## src/rtl/uart_pkg.sv

```systemverilog
// -----------------------------------------------------------------------------
// uart_pkg
//   Shared definitions for the UART serializer (TX) and deserializer (RX).
//   Holds the frame geometry, the default bit period and the FSM state type.
//
//   Contents:
//     DATA_BITS         data bits per frame (8N1)
//     STOP_BITS         stop bits per frame
//     CLKS_PER_BIT_DEF  default clock cycles per bit (12 MHz / 115200)
//     uart_state_e      IDLE, FETCH, START, DATA, STOP
//     cnt_width()       counter width helper, never returns less than 1
// -----------------------------------------------------------------------------
package uart_pkg;

  localparam int DATA_BITS        = 8;
  localparam int STOP_BITS        = 1;
  localparam int CLKS_PER_BIT_DEF = 104;

  typedef enum logic [2:0] {
    IDLE,
    FETCH,
    START,
    DATA,
    STOP
  } uart_state_e;

  // Width able to hold 0..n-1; clamped to 1 so degenerate sizes still elaborate.
  function automatic int cnt_width(input int n);
    return (n < 2) ? 1 : $clog2(n);
  endfunction

endpackage

```

## src/rtl/uart_tx_8n1_if.sv

```systemverilog
// -----------------------------------------------------------------------------
// uart_tx_8n1_if
//   FIFO read-port bundle between the TX FIFO and the 8N1 serializer.
//
//   Signals (named from the serializer's point of view):
//     i_fifo_empty    FIFO empty flag
//     i_fifo_rd_data  FIFO read data, valid RD_LATENCY cycles after a pop
//     o_fifo_rd_en    one-cycle pop strobe
//
//   Modports:
//     master  serializer side (issues pops, consumes data)
//     slave   FIFO side (answers pops)
// -----------------------------------------------------------------------------
interface uart_tx_8n1_if;
  import uart_pkg::*;

  logic                 i_fifo_empty;
  logic [DATA_BITS-1:0] i_fifo_rd_data;
  logic                 o_fifo_rd_en;

  modport master (
    input  i_fifo_empty,
    input  i_fifo_rd_data,
    output o_fifo_rd_en
  );

  modport slave (
    output i_fifo_empty,
    output i_fifo_rd_data,
    input  o_fifo_rd_en
  );

endinterface

```

## src/rtl/uart_baud_tick.sv

```systemverilog
// -----------------------------------------------------------------------------
// uart_baud_tick
//   Bit-period counter. Counts 0..CLKS_PER_BIT-1 while enabled and wraps to 0
//   on its own last cycle, so consecutive bits are exactly CLKS_PER_BIT long
//   with no accumulated drift. tick marks the last cycle of the current bit.
//
//   Ports:
//     i_clk   clock
//     reset   synchronous, active-high reset (counter to 0)
//     clr     synchronous clear, holds the counter at 0 between frames
//     en      count enable
//     tick    high during the last cycle of a bit period (combinational)
// -----------------------------------------------------------------------------
module uart_baud_tick
  import uart_pkg::*;
#(
  parameter int CLKS_PER_BIT = CLKS_PER_BIT_DEF
) (
  input  logic i_clk,
  input  logic reset,
  input  logic clr,
  input  logic en,
  output logic tick
);

  localparam int               CNT_W = cnt_width(CLKS_PER_BIT);
  localparam logic [CNT_W-1:0] LAST  = CNT_W'(CLKS_PER_BIT - 1);

  logic [CNT_W-1:0] cnt_q;

  always_ff @(posedge i_clk) begin
    if (reset || clr) begin
      cnt_q <= '0;
    end else if (en) begin
      cnt_q <= (cnt_q == LAST) ? '0 : cnt_q + 1'b1;
    end
  end

  assign tick = en && (cnt_q == LAST);

endmodule

```

## src/rtl/uart_tx_8n1.sv

```systemverilog
// -----------------------------------------------------------------------------
// uart_tx_8n1
//   8N1 UART serializer on the drain side of the TX FIFO. Pops one byte at a
//   time and sends start bit, 8 data bits LSB-first and one stop bit. A new
//   byte can be popped in the last stop-bit cycle so that frames run
//   back-to-back with an RD_LATENCY+1 cycle high gap.
//
//   Parameters:
//     CLKS_PER_BIT  clock cycles per UART bit (>= 2)
//     RD_LATENCY    cycles from pop strobe to valid FIFO read data
//
//   Ports:
//     i_clk    single clock, shared with the FIFO read side
//     reset    synchronous, active-high reset
//     i_tx_en  permission to start new frames; a running frame always completes
//     fifo     FIFO read port (master modport)
//     o_tx     serial line, idle high, registered
//     o_busy   high from the pop cycle through the last stop-bit cycle
// -----------------------------------------------------------------------------
module uart_tx_8n1
  import uart_pkg::*;
#(
  parameter int CLKS_PER_BIT = CLKS_PER_BIT_DEF,
  parameter int RD_LATENCY   = 1
) (
  input  logic          i_clk,
  input  logic          reset,
  input  logic          i_tx_en,
  uart_tx_8n1_if.master fifo,
  output logic          o_tx,
  output logic          o_busy
);

  localparam int            FW         = cnt_width(RD_LATENCY + 1);
  localparam int            BW         = cnt_width(DATA_BITS);
  localparam logic [FW-1:0] FETCH_LAST = FW'(RD_LATENCY);
  localparam logic [BW-1:0] BIT_LAST   = BW'(DATA_BITS - 1);
  localparam logic [BW-1:0] STOP_LAST  = BW'(STOP_BITS - 1);

  uart_state_e          state_q;
  uart_state_e          state_d;
  logic [FW-1:0]        fetch_cnt_q;
  logic [BW-1:0]        bit_cnt_q;
  logic [DATA_BITS-1:0] shift_q;

  logic                 tx_q;
  logic                 busy_q;
  logic                 rd_en_q;
  logic                 tx_d;
  logic                 busy_d;
  logic                 rd_en_d;

  logic                 can_pop;
  logic                 fetch_done;
  logic                 baud_en;
  logic                 baud_tick;

  // A pop is only ever requested from IDLE or the last stop cycle, so at most
  // one byte is in flight between the pop and the latch at the end of FETCH.
  assign can_pop    = i_tx_en && !fifo.i_fifo_empty;
  assign fetch_done = (state_q == FETCH) && (fetch_cnt_q == FETCH_LAST);
  assign baud_en    = (state_q == START) || (state_q == DATA) || (state_q == STOP);

  uart_baud_tick #(
    .CLKS_PER_BIT (CLKS_PER_BIT)
  ) u_baud (
    .i_clk (i_clk),
    .reset (reset),
    .clr   (!baud_en),
    .en    (baud_en),
    .tick  (baud_tick)
  );

  // ---------------------------------------------------------------------------
  // State register
  // ---------------------------------------------------------------------------
  always_ff @(posedge i_clk) begin
    if (reset) begin
      state_q <= IDLE;
    end else begin
      state_q <= state_d;
    end
  end

  // ---------------------------------------------------------------------------
  // Next-state logic
  // ---------------------------------------------------------------------------
  always_comb begin
    state_d = state_q;
    unique case (state_q)
      IDLE: begin
        if (can_pop) state_d = FETCH;
      end
      FETCH: begin
        if (fetch_done) state_d = START;
      end
      START: begin
        if (baud_tick) state_d = DATA;
      end
      DATA: begin
        if (baud_tick && (bit_cnt_q == BIT_LAST)) state_d = STOP;
      end
      STOP: begin
        if (baud_tick && (bit_cnt_q == STOP_LAST)) begin
          state_d = can_pop ? FETCH : IDLE;
        end
      end
      default: state_d = IDLE;
    endcase
  end

  // ---------------------------------------------------------------------------
  // Output logic: next values of the registered outputs
  // ---------------------------------------------------------------------------
  always_comb begin
    // Entering FETCH is exactly the pop cycle, from IDLE or from the last stop.
    rd_en_d = (state_d == FETCH) && (state_q != FETCH);
    busy_d  = (state_d != IDLE);
    tx_d    = 1'b1;
    unique case (state_d)
      START: tx_d = 1'b0;
      DATA: begin
        // Bit 0 is presented on the START->DATA edge; later bits come from the
        // next position of the shift register, which shifts on the same tick.
        if (state_q == START)  tx_d = shift_q[0];
        else if (baud_tick)    tx_d = shift_q[1];
        else                   tx_d = tx_q;
      end
      default: tx_d = 1'b1;
    endcase
  end

  // ---------------------------------------------------------------------------
  // Counters and shift register
  // ---------------------------------------------------------------------------
  always_ff @(posedge i_clk) begin
    if (reset) begin
      fetch_cnt_q <= '0;
      bit_cnt_q   <= '0;
      shift_q     <= '0;
    end else begin
      fetch_cnt_q <= ((state_q == FETCH) && !fetch_done) ? fetch_cnt_q + 1'b1 : '0;

      if (fetch_done) begin
        shift_q <= fifo.i_fifo_rd_data;
      end else if ((state_q == DATA) && baud_tick) begin
        shift_q <= shift_q >> 1;
      end

      // The bit counter wraps 7->0 when DATA is left and is then reused to
      // count stop bits.
      if (baud_tick) begin
        if (state_q == DATA) begin
          bit_cnt_q <= bit_cnt_q + 1'b1;
        end else if (state_q == STOP) begin
          bit_cnt_q <= (bit_cnt_q == STOP_LAST) ? '0 : bit_cnt_q + 1'b1;
        end
      end
    end
  end

  // ---------------------------------------------------------------------------
  // Output registers
  // ---------------------------------------------------------------------------
  always_ff @(posedge i_clk) begin
    if (reset) begin
      tx_q    <= 1'b1;
      busy_q  <= 1'b0;
      rd_en_q <= 1'b0;
    end else begin
      tx_q    <= tx_d;
      busy_q  <= busy_d;
      rd_en_q <= rd_en_d;
    end
  end

  assign o_tx              = tx_q;
  assign o_busy            = busy_q;
  assign fifo.o_fifo_rd_en = rd_en_q;

endmodule

```

## src/flat_wrapper.sv

```systemverilog
// flat-port wrapper written by rule: the top's interface ports become plain ports
module uart_tx_8n1_flat import uart_pkg::*;
#(
  parameter int CLKS_PER_BIT = CLKS_PER_BIT_DEF,
  parameter int RD_LATENCY   = 1
)
  (i_clk, reset, i_tx_en, o_tx, o_busy, fifo_i_fifo_empty, fifo_i_fifo_rd_data, fifo_o_fifo_rd_en);
  uart_tx_8n1_if fifo_i ();
  input  logic i_clk;
  input  logic reset;
  input  logic i_tx_en;
  output logic o_tx;
  output logic o_busy;
  input wire logic [$bits(fifo_i.i_fifo_empty)-1:0] fifo_i_fifo_empty;
  input wire logic [$bits(fifo_i.i_fifo_rd_data)-1:0] fifo_i_fifo_rd_data;
  output wire logic [$bits(fifo_i.o_fifo_rd_en)-1:0] fifo_o_fifo_rd_en;
  assign fifo_i.i_fifo_empty = fifo_i_fifo_empty;
  assign fifo_i.i_fifo_rd_data = fifo_i_fifo_rd_data;
  assign fifo_o_fifo_rd_en = fifo_i.o_fifo_rd_en;
  uart_tx_8n1 #(.CLKS_PER_BIT(CLKS_PER_BIT), .RD_LATENCY(RD_LATENCY)) u_core (.i_clk(i_clk), .reset(reset), .i_tx_en(i_tx_en), .fifo(fifo_i), .o_tx(o_tx), .o_busy(o_busy));
endmodule
```

## config.mk

```make
export PLATFORM = sky130hd
export DESIGN_NAME = uart_tx_8n1_flat
export DESIGN_NICKNAME = d
export VERILOG_FILES = /design/src/rtl/uart_pkg.sv /design/src/rtl/uart_tx_8n1_if.sv /design/src/rtl/uart_baud_tick.sv /design/src/rtl/uart_tx_8n1.sv /design/src/flat_wrapper.sv
export SDC_FILE = /design/constraint.sdc
export NUM_CORES = 1
export LEC_CHECK = 0
export ABC_AREA = 1
export BUFFER_PORTS_ARGS = -buffer_cell sky130_fd_sc_hd__buf_4
export CAP_MARGIN = 20
export CORE_MARGIN = 4
export CORE_UTILIZATION = 50
export DETAILED_ROUTE_END_ITERATION = 10
export PLACE_DENSITY = 0.68
export SYNTH_ARGS = -nofsm -noshare
export SYNTH_HDL_FRONTEND = slang
export SYNTH_HIERARCHICAL = 1
export SYNTH_SLANG_ARGS = --single-unit
```

## constraint.sdc

```tcl
create_clock -name i_clk -period 4.5 [get_ports i_clk]
set_clock_uncertainty 0.2 [all_clocks]
set_input_delay 0.675 -clock i_clk [delete_from_list [all_inputs] [get_ports i_clk]]
set_output_delay 0.675 -clock i_clk [all_outputs]
set_load 0.01 [all_outputs]
```

==> out/results.tsv, run 1 <==
stage	metric	value	unit
global_route	M3 GR Usage	4.26	%
timing	final setup vio count	0	
cts	Sink Count	25	
cts	Clock Latency Late Sink	0.32	ns
cts	CTS root buf	clkbuf_4	
global_route	vias in the first global route	1144	
placed_design	dpl hpwl	1930	um
cts	Longest Clk Path Bufs	2	
flow_run	Max Cap Violations	0	
timing	minimum clock period	2.27	ns
setup_path	Critical Path RT	4.53	ns
floorplanning	CORE AREA	2540	um2
layout	most common cell after layout, fill and taps aside	nand2_1	
drt	Routed WL per cell	10.4	um
yosys	library cells used by synthesis	23	
yosys	sequential area share after synthesis	36.2	%
drt	Routed WL	2490	um
global_route	GRT Overall Usage	16.1	%
setup_path	WS Path Type	register to register	
cts	H-tree depth	1	
floorplanning	Die X-Extent	60.6	um
timing	fmax	440	MHz
timing	unrepaired setup endpoints after global routing	false	
yosys	post-synthesis register bit count	25	
floorplanning	Starting Density	54.3	%
timing	worst slew pin tran	0.381	ns
drt	1st-iter DRT viols	65	
placed_design	DP Cell Count	235	
drt	Via density	5.02	
global_route	initial antenna violation count	0	
global_route	grt ovf	0	
status	status	finished, final reports clean	
setup_path	FF-to-FF End	u_core/o_busy	
cts	# resized after CTS	0	
pwr	leakage power	0.655	nW
cts	Num CTS Buffers	3	
layout	Core Util, Final	59.3	%
timing	Hold Violations, Final	0	
layout	non-filler instance count after layout	239	
cts	setup bufs post-CTS	0	
pwr	Pwr Total	0.358	mW
layout	Ant. Diodes	0	
drt	post-route antenna net violation count	0	
placed_design	IO buf count	14	
setup_path	CP arrival	2.30	ns
yosys	Mapped Area	1380	um2
global_route	wire length of the first global-routing pass	4570	um
timing	Max Slew Vio Count	0	
timing	setup TNS	0	ns
worst_hold_path	HP Start	u_core/shift_q[7]	
drt	drt drc	0	
drt	Via Count	1199	
setup_path	R2R depth	12	
timing	relative slew slack	74.5	%
timing	Final Cycle Share	50.6	%
yosys	Avg Cell Area, Syn	7.05	um2
global_route	largest net degree at the start of global routing	16	
yosys	Post-Syn Nets	212	
placed_design	RePlAce Congestion	0.835	
cts	CTS tree	done	
global_route	met1 Resource Use GR	20.6	%
cts	Post-CTS Hold Buffers	0	
layout	fin nets	226	
setup_path	Crit. End Element	register	
placed_design	Setup WS pre-CTS	2.23	ns
layout	Layout area overhead	9.24	%
setup_path	crit-path max FO	9	
global_route	met2 global-route usage	26.4	%
pwr	worst vdd ir	0.194	mV
layout	share of post-route cells with drive strength above 1	20.1	%
setup_path	crit path launch type	register	
timing	worst setup margin	2.23	ns
yosys	Syn Inst Count	196	
cts	Worst-path clk slew	0.14	ns
pwr	Cell Pwr Density	237	nW/um2
setup_path	R2R setup slack	2.23	ns
setup_path	worst r2r src	u_core/state_q[0]	
floorplanning	num ports	15	
floorplanning	die area	3670	um2
worst_hold_path	hold path cells	2	
worst_hold_path	Min-Delay Endpoint	u_core/shift_q[7]	
layout	most frequent cells in the layout	nand2_1 (55), inv_1 (27), dfxtp_1 (25), nand3_1 (17), nor2_1 (16)	
yosys	Ys Warns	6	
drt	first drt pass iteration count	4	
worst_hold_path	HP Class	register to register	
floorplanning	Die Ht	60.6	um
global_route	Most Used Layer, Global Route	met2	
floorplanning	Rows	18	
[area by class of cell]
cell class / count / area, um2
clock buffer: 3 / 22.5
timing repair buffer: 14 / 105
tap: 30 / 37.5
sequential: 25 / 500
multi-input combinational: 138 / 731
inverter: 28 / 108
fill: 237 / 1040
clock inverter: 1 / 5.00
[cells in the mapped netlist (all sizes together)]
master	instances	area [um2]
inv	28	108
buf	4	38.8
o21ai	11	77.6
nor2	24	125
o21bai	1	7.51
a21oi	13	68.8
nand3	19	105
mux2i	1	10.0
dfxtp	25	500
nand4	3	18.8
nand2	61	259
clkbuf	1	3.75
xnor2	1	8.76
ha	4	50.1
[worst max-delay path, stage by stage, from the launching register on]
cell and delay, ns:
dfxtp_1 0.40, nor2_1 0.16, nand2_1 0.11, nand2_1 0.32
nand3_2 0.17, inv_1 0.23, nand2_1 0.11, nand2_1 0.10
nand3_1 0.07, inv_1 0.12, nand2_1 0.07, nand2_1 0.05
nand2_1 0.05
[power breakdown]
part | leakage (nW) | internal [mW] | switching, mW
Clock | 0.0177 | 0.0333 | 0.0693
Combinational | 0.436 | 0.0133 | 0.0147
Sequential | 0.202 | 0.225 | 0.00273
[worst max path at each step]
| stage | from | cells after the start | endpoint |
|---|---|---|---|
| floorplan | u_core/state_q[1] | 15 | u_core/o_busy |
| global placement | u_core/state_q[0] | 12 | u_core/o_busy |
| detailed placement | u_core/state_q[0] | 12 | u_core/o_busy |
| CTS | u_core/state_q[0] | 12 | u_core/o_busy |
| global route | u_core/state_q[0] | 12 | u_core/o_busy |
| finish | u_core/state_q[0] | 12 | u_core/o_busy |
[sequential cells by signal, summed over array words and instances (netlist names)]
register                  flops
u_core/bit_cnt_q              3
u_core/fetch_cnt_q            1
u_core/fifo.o_fifo_rd_en      1
u_core/o_busy                 1
u_core/o_tx                   1
u_core/shift_q                8
u_core/state_q                3
u_core/u_baud/cnt_q           7
[logic make-up after synthesis]
logic type	synth area share [%]
compound gates	11.1
xor+xnor	0.634
fa+ha+maj	3.62
buf+inv	10.9
flops	36.2
mux	0.725
simple gates	36.8
[metal layers]
layer | part of all wire (%) | wire, um
met1 | 47 | 1160
met2 | 46 | 1130
met3 | 6.3 | 156
met4 | 1.5 | 38
met5 | 0 | 0
[through the flow]
stage / cell area [um2] / hold slack [ns]
final: 1510 / 0.279
after global routing: 1510 / 0.321
after CTS: 1510 / 0.283
after detailed placement: 1480 / 0.264
after global placement: 1480 / 0.247
after floorplan: 1380 / 0.236
No activity file was read; power rests on OpenSTA's default activity.
==> inputs of run 2 (changes only) <==
--- a/config.mk
+++ b/config.mk
@@ -5,13 +5,13 @@
 export SDC_FILE = /design/constraint.sdc
 export NUM_CORES = 1
 export LEC_CHECK = 0
-export ABC_AREA = 1
+export ABC_AREA = 0
 export BUFFER_PORTS_ARGS = -buffer_cell sky130_fd_sc_hd__buf_4
 export CAP_MARGIN = 20
 export CORE_MARGIN = 4
 export CORE_UTILIZATION = 50
 export DETAILED_ROUTE_END_ITERATION = 10
-export PLACE_DENSITY = 0.68
+export PLACE_DENSITY = 0.71
 export SYNTH_ARGS = -nofsm -noshare
 export SYNTH_HDL_FRONTEND = slang
 export SYNTH_HIERARCHICAL = 1
==> constraint.sdc (replaced) <==
create_clock -name i_clk -period 2.05 [get_ports i_clk]
set_clock_uncertainty 0.2 [all_clocks]
set_input_delay 0.3075 -clock i_clk [delete_from_list [all_inputs] [get_ports i_clk]]
set_output_delay 0.3075 -clock i_clk [all_outputs]
set_load 0.01 [all_outputs]
==> run 2 against run 1 <==
  * The flow now finishes with violations (negative setup slack)
  * Synthesized cell count fell by 29%
  * Fmax rose by 2.1%
  * Routed wire length rose by 9.1%
  * First-iteration DRC count fell by 66%
  * Clock power rose by 110%
  * Global-route usage rose by 0.88 points
  * Combinational power rose to 2.6 times the previous value
  * Worst hold slack got worse by 0.24 ns
  * Synthesized area fell by 13%
  * Critical path depth fell by 4
  * Total power rose by 120%
  * Sequential share of layout area fell by 1.9 points
  * Largest power group unchanged
==> out/results.tsv, run 2 <==
stage	metric	value	unit	change
placed_design	Setup WS pre-CTS	-0.148	ns	was 2.23 ns
timing	worst slew pin tran	0.676	ns	was 0.381 ns
layout	registers with the most flip-flops	u_core/shift_q (8), u_core/u_baud/cnt_q (7)		unchanged
status	status	finished with violations		was finished, final reports clean
timing	relative slew slack	54.7	%	was 74.5%
setup_path	CP arrival	2.29	ns	was 2.30 ns
pwr	worst vdd ir	0.444	mV	was 0.194 mV
layout	fin nets	184		was 226
floorplanning	CORE AREA	2250	um2	was 2540 um2
layout	most common cell after layout, fill and taps aside	buf_4		was nand2_1
layout	max reg flops	8		unchanged
drt	Via Count	1104		was 1199
yosys	top post-synthesis cells by count	dfxtp_1 (25), nor2_1 (16), nor3_1 (11)		was nand2_1 (55), inv_1 (27), dfxtp_1 (25)
drt	1st-iter DRT viols	22		was 65
yosys	library cells used by synthesis	41		was 23
global_route	GRT Overall Usage	17.0	%	was 16.1%
yosys	top post-synthesis cells by area	dfxtp_1 (41%), nor2_1 (5.0%), nor3_1 (4.6%)		was dfxtp_1 (36%), nand2_1 (15%), inv_1 (7.3%)
timing	final setup vio count	17		was 0
layout	Layout area overhead	32.9	%	was 9.24%
setup_path	crit-path max FO	5		was 9
floorplanning	Rows	17		was 18
yosys	Ys Warns	6		unchanged
pwr	Cell Pwr Density	491	nW/um2	was 237 nW/um2
yosys	cell with the most instances after synthesis	dfxtp_1		was nand2_1
drt	drt drc	0		unchanged
cts	H-tree depth	1		unchanged
cts	Clock Latency Late Sink	0.31	ns	was 0.32 ns
yosys	number of synthesized flops with an enable pin	0		unchanged
timing	worst setup margin	-0.179	ns	was 2.23 ns
yosys	async set or reset register ratio after synthesis	0	%	unchanged
setup_path	Crit. End Element	register		unchanged
floorplanning	num ports	15		unchanged
cts	Longest Clk Path Bufs	2		unchanged
layout	Biggest register	u_core/shift_q		unchanged
global_route	vias in the first global route	1062		was 1144
cts	CTS root buf	clkbuf_4		unchanged
global_route	grt ovf	0		unchanged
placed_design	IO buf count	14		unchanged
yosys	Post-Syn Nets	155		was 212
timing	minimum clock period	2.23	ns	was 2.27 ns
cts	Num CTS Buffers	3		unchanged
setup_path	R2R depth	8		was 12
drt	first drt pass iteration count	4		unchanged
drt	Routed WL	2720	um	was 2490 um
yosys	sequential area share after synthesis	41.4	%	was 36.2%
floorplanning	die area	3270	um2	was 3670 um2
worst_hold_path	HP Class	input pin to register		was register to register
layout	share of post-route cells with drive strength above 1	37.7	%	was 20.1%
drt	Via density	5.66		was 5.02
cts	CTS tree	done		unchanged
setup_path	Critical Path RT	2.11	ns	was 4.53 ns
yosys	dominant cell type by area after synthesis	dfxtp_1		unchanged
placed_design	RePlAce Congestion	0.866		was 0.835
drt	post-route antenna net violation count	0		unchanged
pwr	Pwr Total	0.789	mW	was 0.358 mW
setup_path	WS Path Type	register to register		unchanged
flow_run	Max Cap Violations	0		unchanged
yosys	dominant synthesized flop cell	dfxtp_1		unchanged
timing	Max Slew Vio Count	0		unchanged
status	failing checks	negative setup slack		
global_route	largest net degree at the start of global routing	20		was 16
cts	Worst-path clk slew	0.14	ns	about the same
setup_path	crit path launch type	register		unchanged
layout	most frequent cells in the layout	buf_4 (28), dfxtp_1 (24), nor2_1 (13), nor3_1 (9), inv_1 (8)		was nand2_1 (55), inv_1 (27), dfxtp_1 (25), nand3_1 (17), nor2_1 (16)
global_route	wire length of the first global-routing pass	4480	um	was 4570 um
floorplanning	Starting Density	53.6	%	was 54.3%
timing	unrepaired setup endpoints after global routing	true		was false
timing	Final Cycle Share	109	%	was 50.6%
yosys	Avg Cell Area, Syn	8.70	um2	was 7.05 um2
timing	Hold Violations, Final	0		unchanged
drt	Routed WL per cell	13.9	um	was 10.4 um
global_route	initial antenna violation count	0		unchanged
layout	Ant. Diodes	0		unchanged
worst_hold_path	hold path cells	3		was 2
yosys	Syn Inst Count	139		was 196
timing	fmax	449	MHz	was 440 MHz
yosys	Mapped Area	1210	um2	was 1380 um2
cts	Sink Count	25		unchanged
pwr	leakage power	0.631	nW	was 0.655 nW
floorplanning	Die X-Extent	57.2	um	was 60.6 um
floorplanning	Die Ht	57.2	um	was 60.6 um
yosys	post-synthesis register bit count	25		unchanged
placed_design	dpl hpwl	1770	um	was 1930 um
yosys	post-synth top area share	41.4	%	was 36.2%
run 2: cell types whose count changed in the layout (fill, tap and decap cells not counted), moves of 5 or more:
cell	before	now
inv_1	27	8
o21ai_2	6	1
buf_4	14	28
nand3_1	17	3
a21oi_2	1	6
nand2_1	55	5
a21oi_1	12	3
nor3_1	0	9
run 2: final timing paths:
| path | end | slack, ns | startpoint |
|---|---|---|---|
| worst max register to register | u_core/bit_cnt_q[0] | -0.18 | u_core/state_q[0] |
| worst min-delay path | u_core/shift_q[4] | 0.04 | fifo_i_fifo_rd_data[4] |
| worst max-delay path | u_core/bit_cnt_q[0] | -0.18 | u_core/state_q[0] |
| worst min register to register | u_core/fetch_cnt_q | 0.27 | u_core/fetch_cnt_q |
run 2: layout make-up:
type | count | area [um2]
Tap cell | 28 | 35.0
Timing Repair Buffer | 31 | 244
Fill cell | 184 | 648
Inverter | 8 | 30.0
Clock buffer | 4 | 26.3
Multi-Input combinational cell | 99 | 769
Sequential cell | 25 | 502
run 2: cell families (layout without fill, tap and decap cells):
group / Yosys count / count (layout) / synth area share, %
DFF: 25 / 25 / 41.4
buffers and inverters: 15 / 43 / 5.69
and+or+nand+nor: 59 / 59 / 26.5
adders and majority gates: 4 / 4 / 4.14
muxes: 3 / 3 / 2.48
AOI/OAI and AO/OA: 29 / 29 / 16.9
xor gates and xnor gates: 4 / 4 / 2.90
run 2: layer usage:
layer	GRT usage, %	part of all wire [%]
met4	5.96	0.74
met3	2.49	4.3
met5	0	0
met1	21.4	43
met2	29.4	52
run 2: what timing repair did:
| item | in CTS | in global routing |
|---|---|---|
| buffers inserted | 1 | 3 |
| cloned | 1 | 0 |
| gates resized for setup | 7 | 24 |
| setup endpoints to repair | 15 | 17 |
| hold buffers | 0 | 0 |
| pin swaps | 2 | 9 |
run 2: through the flow:
step	hold WS, ns	setup TNS, ns	util (%)	instance area (um2)	instances
2_1_floorplan	0.184	-3.02	-	1240	139
3_3_place_gp	0.238	-0.411	63.3	1430	186
3_5_place_dp	0.254	-0.795	63.3	1430	186
4_1_cts	0.0366	-0.877	66.0	1490	192
5_1_grt	0.0574	-3.66	71.3	1610	195
6_report	0.0411	-1.38	71.3	1610	195
run 2: worst max-delay path, cell delays in order (launching register included):
cell and delay [ns]:
dfxtp_2 0.34, or3b_4 0.41, nand2_4 0.09, nand4_4 0.08, nor4_4 0.26, buf_4 0.17
a21bo_4 0.24, a311o_1 0.28, a21oi_2 0.11
run 2: power breakdown:
| group | leakage (nW) | switching [mW] | internal [mW] |
|---|---|---|---|
| sequential | 0.202 | 0.00400 | 0.495 |
| combinational | 0.414 | 0.0364 | 0.0355 |
| clock | 0.0150 | 0.142 | 0.0759 |
| total | 0.631 | 0.183 | 0.606 |
